[config.mk]
export PLATFORM = sky130hd
export DESIGN_NAME = rx_source_mux
export DESIGN_NICKNAME = d
export VERILOG_FILES = /design/src/rtl/rx_source_pkg.sv /design/src/rtl/setting_reg.sv /design/src/rtl/rx_source_mux.sv
export SDC_FILE = /design/constraint.sdc
export NUM_CORES = 1
export LEC_CHECK = 0
export CAP_MARGIN = 20
export CORE_UTILIZATION = 35
export DETAILED_ROUTE_END_ITERATION = 7
export GPL_TIMING_DRIVEN = 0
export SETUP_SLACK_MARGIN = 0.1
export SLEW_MARGIN = 10
export SYNTH_ARGS = -nofsm -noshare
export SYNTH_HDL_FRONTEND = slang
export SYNTH_HIERARCHICAL = 1
export SYNTH_SLANG_ARGS = --single-unit
[constraint.sdc]
create_clock -name clock -period 5.4 [get_ports clock]
set_input_delay 0.54 -clock clock [delete_from_list [all_inputs] [get_ports clock]]
set_output_delay 0.54 -clock clock [all_outputs]
set_load 0.03 [all_outputs]
[src/rtl/rx_source_pkg.sv]
// Shared definitions for the RX source selector: mode encodings and
// field positions inside the mode settings word.
package rx_source_pkg;

    typedef enum logic [1:0] {
        MODE_NORMAL   = 2'd0,
        MODE_LOOPBACK = 2'd1,
        MODE_COUNTER  = 2'd2,
        MODE_CONSTANT = 2'd3
    } mode_t;

    localparam int MODE_LSB = 0;
    localparam int MODE_W   = 2;
    localparam int CLR_BIT  = 2;
    localparam int PAT_LSB  = 16;
    localparam int PAT_W    = 16;

endpackage

[src/rtl/setting_reg.sv]
// Generic serial-settings-bus register: latches its input when the bus
// strobe hits the configured address.
module setting_reg #(
    parameter logic [6:0]       ADDR     = 7'd0,
    parameter int               WIDTH    = 32,
    parameter logic [WIDTH-1:0] AT_RESET = '0
) (
    input  logic             clock,
    input  logic             reset,
    input  logic             strobe,
    input  logic [6:0]       addr,
    input  logic [WIDTH-1:0] in,
    output logic [WIDTH-1:0] out
);

    // Capture the bus word on an addressed write.
    always_ff @(posedge clock) begin
        if (reset)
            out <= AT_RESET;
        else if (strobe && (addr == ADDR))
            out <= in;
    end

endmodule

[src/rtl/rx_source_mux.sv]
// Receive-path source selector: per channel picks the DDC sample, a
// captured TX loopback word, a debug counter or a constant pattern, and
// registers the result with a one-cycle valid strobe.
module rx_source_mux
    import rx_source_pkg::*;
#(
    parameter int         NCHAN = 8,
    parameter int         NTX   = 4,
    parameter int         WIDTH = 16,
    parameter logic [6:0] ADDR  = 7'd38
) (
    input  logic                   clock,
    input  logic                   reset,
    input  logic                   enable,
    input  logic                   serial_strobe,
    input  logic [6:0]             serial_addr,
    input  logic [31:0]            serial_data,
    input  logic                   rx_strobe,
    input  logic [NCHAN*WIDTH-1:0] rx_in,
    input  logic                   tx_strobe,
    input  logic [NTX*WIDTH-1:0]   tx_in,
    output logic [NCHAN*WIDTH-1:0] ch_out,
    output logic                   ch_valid,
    output logic [31:0]            sample_count
);

    localparam int SET_W = PAT_W + MODE_W;

    logic [SET_W-1:0] set_word;
    logic [SET_W-1:0] set_q;
    logic             set_hit;
    logic             clr;
    logic             take;
    mode_t            mode;
    logic [WIDTH-1:0] pattern;
    logic [WIDTH-1:0] cnt;
    logic [WIDTH-1:0] cap_q [NTX];
    logic [WIDTH-1:0] out_q [NCHAN];
    logic             unused_data;

    // Only mode and pattern are stored; clr acts on the write strobe itself.
    assign set_word    = {serial_data[PAT_LSB +: PAT_W], serial_data[MODE_LSB +: MODE_W]};
    assign unused_data = ^serial_data[PAT_LSB-1:CLR_BIT+1];
    assign set_hit     = serial_strobe && (serial_addr == ADDR);
    assign clr         = set_hit && serial_data[CLR_BIT];
    assign take        = rx_strobe && enable;

    setting_reg #(
        .ADDR     (ADDR),
        .WIDTH    (SET_W),
        .AT_RESET ('0)
    ) u_mode_reg (
        .clock  (clock),
        .reset  (reset),
        .strobe (serial_strobe),
        .addr   (serial_addr),
        .in     (set_word),
        .out    (set_q)
    );

    assign mode    = mode_t'(set_q[MODE_W-1:0]);
    assign pattern = WIDTH'(set_q[SET_W-1:MODE_W]);

    genvar j, k;

    // Loopback capture: latch every TX word on its strobe, regardless of enable.
    generate
        for (j = 0; j < NTX; j++) begin : g_cap
            always_ff @(posedge clock) begin
                if (reset)
                    cap_q[j] <= '0;
                else if (tx_strobe)
                    cap_q[j] <= tx_in[j*WIDTH +: WIDTH];
            end
        end
    endgenerate

    // Output stage: per-channel 4-way source selection, loaded on accepted strobes.
    generate
        for (k = 0; k < NCHAN; k++) begin : g_out
            always_ff @(posedge clock) begin
                if (reset)
                    out_q[k] <= '0;
                else if (take) begin
                    case (mode)
                        MODE_NORMAL:   out_q[k] <= rx_in[k*WIDTH +: WIDTH];
                        MODE_LOOPBACK: out_q[k] <= cap_q[k % NTX];
                        MODE_COUNTER:  out_q[k] <= cnt + WIDTH'(k);
                        MODE_CONSTANT: out_q[k] <= ((k % 2) == 0) ? pattern : ~pattern;
                        default:       out_q[k] <= rx_in[k*WIDTH +: WIDTH];
                    endcase
                end
            end
            assign ch_out[k*WIDTH +: WIDTH] = out_q[k];
        end
    endgenerate

    // Counter base: cleared by enable low or clr, which win over the advance.
    always_ff @(posedge clock) begin
        if (reset || !enable || clr)
            cnt <= '0;
        else if (rx_strobe)
            cnt <= cnt + WIDTH'(NCHAN);
    end

    // Accepted-sample count for readback; clr wins over the increment.
    always_ff @(posedge clock) begin
        if (reset || clr)
            sample_count <= '0;
        else if (take)
            sample_count <= sample_count + 32'd1;
    end

    // One-cycle valid pulse following each accepted strobe.
    always_ff @(posedge clock) begin
        if (reset)
            ch_valid <= 1'b0;
        else
            ch_valid <= take;
    end

endmodule

# Yosys cells after proc, flatten, opt, wreduce, memory -nomap -nowiden
# Memories as Yosys holds them, arrays and structs flattened.
# Index checks and enable logic that the tools add are counted.
# W data, S select, Z words.
# totals
out_inout_bits	161
ramBits	192
mem_count	2
reg_bits	67
in_bits	237
# classes
n_reduce_logical	8
n_bitwise	37
addsub	9
n_eq_ne	4
n_mux	57
# memory_table
name	words	word_bits	rd	rd_ports_with_merged_regs	write_ports	line_no	source
out_q	8	16	8	0	8	rx_source_mux.sv:38	logic [WIDTH-1:0] out_q [NCHAN];
cap_q	4	16	4	0	4	rx_source_mux.sv:37	logic [WIDTH-1:0] cap_q [NTX];
# op_table
cell	n
$mux W16	36
$add A16 B3 Y16 const B	4
$or A1 B1 Y1	36
$add A16 B2 Y16 const B	2
$add A32 B1 Y32 const B	1
$mux W1	21
$add A16 B1 Y16 const B	1
$add A16 B4 Y16 const B	1
$not A16 Y16	1
$eq A7 B6 Y1 const B	1
$eq A2 B2 Y1 const B	2
$logic_and A1 B1 Y1	3
$logic_or A1 B1 Y1	3
$eq A2 B1 Y1 const B	1
$logic_not A2 Y1	1
$logic_not A1 Y1	1

# Logic depth before layout (Yosys ltp)
# Gate-level depths: netlist (run 1).
# logic_depth
ltp_word	9
mapped_depth	8

# Cells and area by module
# The synthesis (run 1) kept the hierarchy.
# modules_own_cells
module	area_per_inst_um2	cells_each	n_inst	seq_area_each_um2
rx_source_mux	10918.0	959	1	6686.4
setting_reg	872.1	79	1	360.3

# Least setup slack after synthesis (run 1)
# OpenSTA, ideal clock, no wires.
# synth_path
path_type	input-to-reg
start	input rx_strobe
end	memory out_q[0][0] (enable)
setup_time_ns	0.491
arrival_time_ns	3.374
n_path_buf	1
path_slack_ns	1.535
cell_stages	3
path_cell_list	buf_4 -> nand2_1 -> nand2b_1
# synth_lines
item	line_no	source
start: declaration	rx_source_mux.sv:18	input logic rx_strobe,
end: declaration	rx_source_mux.sv:38	

==> results of run 1 <==
[path summary, 6_finish.rpt]
path	depth (start not counted)	to	slack (ns)
max	7	out_q[7][1]$_DFFE_PP_	2.49
min	2	u_mode_reg/out[2]$_SDFFE_PP0P_	0.48
max reg2reg	6	out_q[7][0]$_DFFE_PP_	2.94
min reg2reg	2	u_mode_reg/out[2]$_SDFFE_PP0P_	0.48
[stage by stage]
stage                     cells  instance area [um2]
after global routing       1923                17300
after global placement     1864                16200
final                      1923                17300
after detailed placement   1866                16300
after floorplan            1038                11800
after CTS                  1920                17300
[layout by cell type, fill, tap and decap left out, types with 3 or more instances in the layout]
master / count
buf_2: 3
nor2_1: 57
dfxtp_1: 64
edfxtp_1: 192
clkdlybuf4s50_1: 384
diode_2: 3
o21a_1: 70
clkinv_1: 3
bufinv_16: 3
inv_1: 10
a21oi_1: 109
and4_1: 4
nor3_1: 9
or3_1: 5
nand3_1: 13
clkbuf_8: 8
a221o_1: 39
clkbuf_1: 63
nand4_1: 14
nand2_1: 118
mux2_2: 6
or4_1: 12
mux2i_1: 48
buf_1: 5
o31ai_1: 12
nor4_1: 8
xor2_1: 6
clkinv_2: 3
xnor2_1: 19
clkbuf_16: 30
o21ai_0: 24
nand2b_1: 40
and2_1: 66
[critical path, stage by stage]
cell and delay [ns]:
clkdlybuf4s50_1 0.79, or2_1 0.44, inv_1 0.09, clkbuf_1 0.44, clkbuf_1 0.57, nand2_1 0.22, a21oi_1 0.21
[synthesized netlist by cell type (all sizes together), types with 8 or more instances]
library cell	instances
nand4	15
or4	13
nand2	118
a221o	39
nor2	58
mux2i	48
inv	11
clkbuf	59
nor4	8
nor3	9
o21ai	24
nand3	14
nand2b	41
dfxtp	64
xnor2	19
buf	11
a21oi	109
o31ai	12
edfxtp	192
and2	67
o21a	70
[logic make-up (layout without fill, tap and decap cells)]
group	after synthesis	after routing	share of synthesized area (%)
flip-flops	256	256	59.8
multiplexers	54	54	4.65
AO/OA/AOI/OAI	259	259	14.5
adder cells (fa/ha/maj)	2	2	0.212
other	0	3	0
XOR/XNOR	25	25	1.86
buffers and inverters	81	521	2.84
AND/OR/NAND/NOR	361	361	16.1
[routing by layer]
layer  share of wire [%]  vias to the layer above
met4                 3.9                        0
met3                 6.3                       78
met2                  49                      376
li1                    -                     4657
met5                   0                        -
met1                  41                     4707
[flip-flops by register name, indices dropped and copies added (netlist names)]
signal / count
u_mode_reg/out: 18
cnt: 13
sample_count: 32
ch_valid: 1
out_q: 128
cap_q: 64
[layout make-up]
cell class                      instances  area (um2)
Antenna cell                            3        7.51
Buffer                                 70         294
Clock buffer                           43         881
Clock inverter                         11         134
Fill cell                            2994       15600
Inverter                               11        41.3
Multi-Input combinational cell        701        4420
Sequential cell                       256        7050
Tap cell                              442         553
Timing Repair Buffer                  386        3900
[power by group through the flow]
| stage | sequential, mW | clock (mW) | combinational (mW) |
|---|---|---|---|
| final | 2.27 | 2.09 | 0.622 |
| after global routing | 2.28 | 2.18 | 0.654 |
| after global placement | 2.32 | 0 | 0.615 |
| after floorplan | 2.45 | 0 | 0.127 |
| after detailed placement | 2.31 | 0 | 0.624 |
| after CTS | 2.27 | 2.11 | 0.627 |
==> flow_metrics.tcl, run 1 <==
set metrics [dict create \
    status "completed" \
    synthCells 1038 \
    grt_max_degree 58 \
    clk_latency_ns 0.56 \
    power.density_nw_per_um2 288 \
    grt.overflow.total 0 \
    yosysTopAreaCellShare_pct 48.9 \
    hold_class "register to register" \
    hold_violations 0 \
    synth_area_per_cell_um2 11.4 \
    die_y_um 186 \
    maxCapViolCount 0 \
    cts.clk_slew.worst_paths_ns 0.06 \
    cts_setup_buffers 0 \
    drive_gt1_share_pct 4.80 \
    dieArea_um2 34400 \
    p_leak_nw 6.09 \
    ant_nets 0 \
    pwr-share-seq_pct 45.6 \
    yosysTopAreaCell "edfxtp_1" \
    cts.htree.levels 1 \
    synthFlopType "edfxtp_1" \
    synth_edf_count 192 \
    fin_crit_sh_pct 54.0 \
    place.gp.congestion 0.867 \
    critPathArrivalTime_ns 3.31 \
    drt_iter0_drc 534 \
    cts.sinks 256 \
    fin_nets 1694 \
    routedWlPerCell_um 21.5 \
    grt_pass1_wl_mm 59.3 \
    hp-start "u_mode_reg/out[2]$_SDFFE_PP0P_" \
    root_buffer "clkbuf_16" \
    drtPass1Iterations 5 \
    yosysWarnings 6 \
    setup-tns-final_ns 0 \
    final_core_util_pct 52.6 \
    cp_max_fo 16 \
    io_buffer_count 384 \
    hold_slack_ns 0.478 \
    postCtsHoldBufs 0 \
    p_sw_mw 1.17 \
    clk_path_buf_depth 3 \
    total_power_mw 4.97 \
    ys_types 47 \
    num_io_pins 398 \
    grt_pass1_vias 9622 \
    syn_nets 1277 \
    clock.fmax_mhz 343 \
    antenna_found_initial 3 \
    drt-total-wl_mm 41.4 \
    cts_buffers 29 \
    grt_util_met3_pct 3.78 \
    synth_seq_cells 256 \
    finalSetupViolCount 0 \
    vias 9818 \
    reg2reg_from "u_mode_reg/out[0]$_SDFFE_PP0P_" \
    syn_to_final_growth_pct 46.5 \
    post_synth_main_area_contributors "edfxtp_1 (49%), dfxtp_1 (11%), a21oi_1 (4.6%), o21a_1 (4.5%), mux2i_1 (4.1%)" \
    grt_use_met1_pct 29.4 \
    p_int_mw 3.81 \
    fin_crit_ns 2.91 \
    die_w_um 186 \
    yosysSeqAreaShare_pct 59.8 \
    synth_area_um2 11800 \
    slew_viol_final 0 \
    power_frac_comb_pct 12.5 \
    placementRows 66 \
    worstSetupPathType "primary input to register" \
    cts_tree "yes" \
    routed_via_density 5.11 \
    cp_data_required_time_ns 5.79 \
    busiest_layer "met2" \
    tightest_slew_ns 0.959 \
    rsz0062_at_grt "false" \
    critPathLaunch "reset" \
    initial_core_util_pct 35.9 \
    cp-end-kind "register" \
    drcViolationCount 0 \
    use_met2_pct 39.7 \
    ir_drop_uv 214 \
    cts_resized 0 \
    p_clk_share_pct 41.9 \
    finalClockSkew_ns 0.0128 \
    dpl.hpwl_mm 30.9 \
    layout_setup_ws_ns 2.49 \
    slew_headroom_pct 36.1 \
    grt.total_usage_pct 23.3 \
    core_um2 32900 \
    crit_path_start_kind "primary input" \
    ys_async_sr_fraction_pct 0 \
    post-place-ws_ns 1.86 \
    swShare_pct 23.5 \
]
Note: power is estimated with default switching activity, not from simulation.
==> run 2: changes to the inputs <==
==> constraint.sdc (replaced) <==
create_clock -name clock -period 2.9 [get_ports clock]
set_input_delay 0.29 -clock clock [delete_from_list [all_inputs] [get_ports clock]]
set_output_delay 0.29 -clock clock [all_outputs]
set_load 0.03 [all_outputs]
==> run 2 against run 1 <==
  * Via count about the same
  * Worst hold slack got worse by 0.17 ns
  * Global-route usage decreased by 0.22 points
  * Cell count increased by 0.26%
  * Routed wire length about the same
  * Die area unchanged
  * Clock power increased by 64%
  * Non-clock buffer count increased by 1
  * Largest cell class unchanged
==> flow_metrics.tcl, run 2 (synthesis gave the netlist of run 1 again) <==
set metrics [dict create \
    drtPass1Iterations 5 \
    finalClockSkew_ns 0.0111 \
    final_cell_mix "clkdlybuf4s50_1 (384), edfxtp_1 (192), nand2_1 (118)" \
    p_leak_nw 6.04 \
    routed_via_density 5.09 \
    fin_cells 1928 \
    slew_viol_final 0 \
    p_sw_mw 2.16 \
    vias 9817 \
    regMostFlops "out_q" \
    critPathArrivalTime_ns 3.02 \
    crit_path_start_kind "primary input" \
    drt-total-wl_mm 41.4 \
    io_buffer_count 384 \
    wl_met2_mm 20.7 \
    fin_crit_ns 2.62 \
    grt_pass1_wl_mm 58.6 \
    clock.fmax_mhz 381 \
    drcViolationCount 0 \
    final_common_cell "clkdlybuf4s50_1" \
    status "completed" \
    root_buffer "clkbuf_16" \
    drive_gt1_share_pct 4.74 \
    grt_pass1_vias 9478 \
    maxCapViolCount 0 \
    antenna_found_initial 8 \
    cts_tree "yes" \
    power_frac_comb_pct 13.2 \
    hold_class "primary input to register" \
    grt_max_degree 52 \
    top_layer "met5" \
    grt.overflow.total 0 \
    p_int_mw 6.65 \
    cts.clk_slew.worst_paths_ns 0.06 \
    largest_register_ffs 128 \
    cp-end-kind "register" \
    p_clk_share_pct 38.9 \
    final_core_util_pct 52.2 \
    m1WireLength_mm 17.0 \
    power.density_nw_per_um2 513 \
    placementRows 66 \
    num_io_pins 398 \
    syn_to_final_growth_pct 45.6 \
    cp_data_required_time_ns 3.30 \
    finalSetupViolCount 0 \
    slew_headroom_pct 38.0 \
    dp.cells 1867 \
    cp_max_fo 10 \
    drt_iter0_drc 691 \
    die_y_um 186 \
    dpl.hpwl_mm 30.9 \
    tightest_slew_ns 0.930 \
    core_um2 32900 \
    ir_drop_uv 410 \
    total_power_mw 8.81 \
    ant_nets 0 \
    hold_violations 0 \
    initial_core_util_pct 35.9 \
    place.gp.congestion 0.863 \
    fin_nets 1695 \
    routedWlPerCell_um 21.5 \
    dieArea_um2 34400 \
    clk_latency_ns 0.54 \
    worstSetupPathType "primary input to register" \
    cts.htree.levels 1 \
    reg_top3 "out_q: 128 flops, cap_q: 64 flops, sample_count: 32 flops" \
    cts_buffers 29 \
    grt.total_usage_pct 23.1 \
    pwr-share-seq_pct 47.9 \
    swShare_pct 24.5 \
    cts.sinks 256 \
    die_w_um 186 \
    hold_slack_ns 0.307 \
    met3_wirelength_mm 2.77 \
    fin_crit_sh_pct 90.5 \
    postCtsHoldBufs 0 \
    clk_path_buf_depth 3 \
    rsz0062_at_grt "false" \
]
run 2: final timing paths:
check / start / end / slack, ns / cells after the start
setup / recovery: rx_strobe / out_q[0][11]$_DFFE_PP_ / 0.28 / 8
hold / removal: serial_data[27] / u_mode_reg/out[13]$_SDFFE_PP0P_ / 0.31 / 3
setup reg to reg: u_mode_reg/out[0]$_SDFFE_PP0P_ / out_q[7][0]$_DFFE_PP_ / 0.41 / 6
hold reg to reg: sample_count[31]$_SDFFE_PP0N_ / sample_count[31]$_SDFFE_PP0N_ / 0.48 / 2
run 2: power groups by stage:
stage	Combinational (mW)	Sequential (mW)	Clock, mW
after floorplan	0.237	4.55	0
after global placement	1.15	4.30	0
after detailed placement	1.17	4.30	0
after CTS	1.17	4.22	3.48
after global routing	1.22	4.24	3.63
final	1.16	4.22	3.43
run 2: final cells by class:
cell class                 count  area [um2]
clock buffer                  33         741
antenna                        8        20.0
buffer                        70         295
inverter                      11        41.3
sequential                   256        7050
fill                        2996       15700
tap                          442         553
multi-input combinational    701        4420
clock inverter                20         128
timing repair buffer         387        3930
run 2: repair_timing:
action / CTS / global route
setup endpoints to repair: 0 / 4
setup buffers: 0 / 0
gates resized for setup: 0 / 2
run 2: critical path, stage by stage:
cell,delay [ns]
clkdlybuf4s50_1,0.50
buf_4,0.19
nand2_1,0.24
or2_1,0.34
nor3_1,0.34
buf_2,0.31
clkbuf_1,0.51
a221o_1,0.29
run 2: through the flow:
step                      instance area (um2)  TNS (ns)  setup slack [ns]
after global routing                    17200         0             0.109
after global placement                  16200   -168.72             -1.26
after CTS                               17100         0             0.167
after floorplan                         11800         0             0.541
after detailed placement                16300    -13.70            -0.397
final                                   17200         0             0.276
run 2: routing by layer:
metal / up-vias / track usage [%]
met5: - / 0
met4: 4 / 7.02
met3: 55 / 4.23
met2: 331 / 40.5
met1: 4770 / 28.8
li1: 4657 / -
==> run 3: changes to the inputs <==
--- a/config.mk
+++ b/config.mk
@@ -9,7 +9,7 @@
 export CORE_UTILIZATION = 35
 export DETAILED_ROUTE_END_ITERATION = 7
 export GPL_TIMING_DRIVEN = 0
-export SETUP_SLACK_MARGIN = 0.1
+export PLACE_DENSITY = 0.67
 export SLEW_MARGIN = 10
 export SYNTH_ARGS = -nofsm -noshare
 export SYNTH_HDL_FRONTEND = slang
==> constraint.sdc (replaced) <==
create_clock -name clock -period 2.15 [get_ports clock]
set_input_delay 0.215 -clock clock [delete_from_list [all_inputs] [get_ports clock]]
set_output_delay 0.215 -clock clock [all_outputs]
set_load 0.03 [all_outputs]
==> run 3 against run 2 <==
  * Non-clock buffer count up 1
  * Sequential power up 35%
  * Setup slack worse by 0.19 ns
  * Sequential cell count unchanged
  * Clock power up 44%
  * Clock-buffer cell count up 4
  * Clock skew up 0.0041 ns
==> flow_metrics.tcl, run 3 (synthesis gave the netlist of run 1 again) <==
set metrics [dict create \
    power.density_nw_per_um2 705 \
    routedWlPerCell_um 21.6 \
    ir_drop_uv 541 \
    hold_end "u_mode_reg/out[15]$_SDFFE_PP0P_" \
    io_buffer_count 384 \
    clk_latency_ns 0.55 \
    cp-end-kind "register" \
    final_core_util_pct 52.7 \
    m1WireLength_mm 16.7 \
    routed_via_density 5.21 \
    cts_tree "yes" \
    finalClockSkew_ns 0.0153 \
    tightest_slew_ns 0.907 \
    die_w_um 186 \
    placementRows 66 \
    hp-start "serial_data[29]" \
    final_cell_mix "clkdlybuf4s50_1 (383), edfxtp_1 (192), nand2_1 (117)" \
    grt_pass1_vias 9874 \
    place.gp.congestion 0.891 \
    die_y_um 186 \
    critPathArrivalTime_ns 2.54 \
    reg2reg_to "sample_count[30]$_SDFFE_PP0N_" \
    drt-total-wl_mm 41.5 \
    vias 10019 \
    reg_top3 "out_q: 128 flops, cap_q: 64 flops, sample_count: 32 flops" \
    total_power_mw 12.2 \
    root_buffer "clkbuf_16" \
    p_leak_nw 6.14 \
    cts.sinks 256 \
    drive_gt1_share_pct 7.23 \
    maxCapViolCount 0 \
    largest_register_ffs 128 \
    dieArea_um2 34400 \
    finalSetupViolCount 0 \
    fin_cells 1922 \
    initial_core_util_pct 35.9 \
    hold_slack_ns 0.237 \
    clock.fmax_mhz 485 \
    syn_to_final_growth_pct 46.9 \
    cp_max_fo 10 \
    met3_wirelength_mm 2.83 \
    rrSetupSlack_ns 0.09 \
    hold_class "primary input to register" \
    fin_crit_sh_pct 96.0 \
    hold_violations 0 \
    dpl.hpwl_mm 31.3 \
    core_um2 32900 \
    cts.clk_slew.worst_paths_ns 0.06 \
    grt.overflow.total 0 \
    num_io_pins 398 \
    slew_viol_final 0 \
    grt_pass1_wl_mm 59.9 \
    grt.total_usage_pct 23.4 \
    crit_path_start_kind "register" \
    regMostFlops "out_q" \
    grt_max_degree 60 \
    fillers 2965 \
    ant_nets 0 \
    drcViolationCount 0 \
    dp.cells 1866 \
    cp_data_required_time_ns 2.63 \
    whs_path_depth 3 \
    fin_nets 1696 \
    top_layer "met5" \
    drtPass1Iterations 5 \
    postCtsHoldBufs 0 \
    worstSetupPathType "register to register" \
    worst-r2r-cell-count 5 \
    reg2reg_from "sample_count[9]$_SDFFE_PP0N_" \
    slew_headroom_pct 39.5 \
    status "completed" \
    wl_met2_mm 20.8 \
    fin_crit_ns 2.06 \
    clk_path_buf_depth 3 \
    final_common_cell "clkdlybuf4s50_1" \
    cts.htree.levels 1 \
    antenna_found_initial 1 \
    cts_buffers 29 \
    drt_iter0_drc 789 \
]
==> run 3: per-layer routing <==
layer | up-vias | track usage [%]
li1 | 4666 | -
met5 | - | 0
met1 | 4896 | 28.8
met2 | 376 | 41.0
met3 | 79 | 4.52
met4 | 2 | 7.48
==> run 3: worst max-delay path, stage by stage, from the launching register on <==
cell and delay, ns:
dfxtp_1 0.47, nand4_1 0.16, or4_4 0.57, buf_6 0.16, or4_1 0.49, a21oi_1 0.14
==> run 3: final cells by class <==
| class | count | area (um2) | share of cell area [%] |
|---|---|---|---|
| Clock buffer | 37 | 756 | 4.36 |
| Antenna cell | 1 | 2.50 | 0.0145 |
| Tap cell | 442 | 553 | 3.19 |
| Inverter | 11 | 41.3 | 0.238 |
| Timing Repair Buffer | 388 | 3910 | 22.6 |
| Multi-Input combinational cell | 701 | 4480 | 25.9 |
| Clock inverter | 16 | 175 | 1.01 |
| Sequential cell | 256 | 7050 | 40.7 |
| Buffer | 70 | 343 | 1.98 |
==> run 3: worst max path at each step <==
| stage | from | end | slack, ns |
|---|---|---|---|
| after floorplan | sample_count[6]$_SDFFE_PP0N_ | sample_count[30]$_SDFFE_PP0N_ | 0.006 |
| after global placement | reset | out_q[7][1]$_DFFE_PP_ | -1.08 |
| after detailed placement | reset | out_q[7][1]$_DFFE_PP_ | -1.06 |
| after CTS | rx_strobe | out_q[0][10]$_DFFE_PP_ | 0.02 |
| after global routing | enable | out_q[2][8]$_DFFE_PP_ | -0.003 |
| final | sample_count[9]$_SDFFE_PP0N_ | sample_count[30]$_SDFFE_PP0N_ | 0.09 |
==> run 3: where the power goes <==
group          total [mW]  leakage [nW]  internal [mW]  switching [mW]
logic                1.57          3.13          0.785           0.789
registers            5.69          2.56           5.60          0.0931
clock network        4.94         0.452           2.94            2.00
==> run 3: timing repair <==
item | CTS | global route
buffers inserted | 0 | 2
pin swaps | 0 | 1
resized for setup | 26 | 33
gates cloned | 0 | 0
endpoints found under the setup margin | 213 | 79
==> run 3: through the flow <==
stage | instance area (um2) | setup WS (ns) | TNS, ns
after floorplan | 11800 | 0.00637 | 0
after global placement | 16200 | -1.08 | -302.60
after detailed placement | 16300 | -1.06 | -207.15
after CTS | 17200 | 0.0178 | 0
after global routing | 17300 | -0.00291 | -0.00291
final | 17300 | 0.0864 | 0
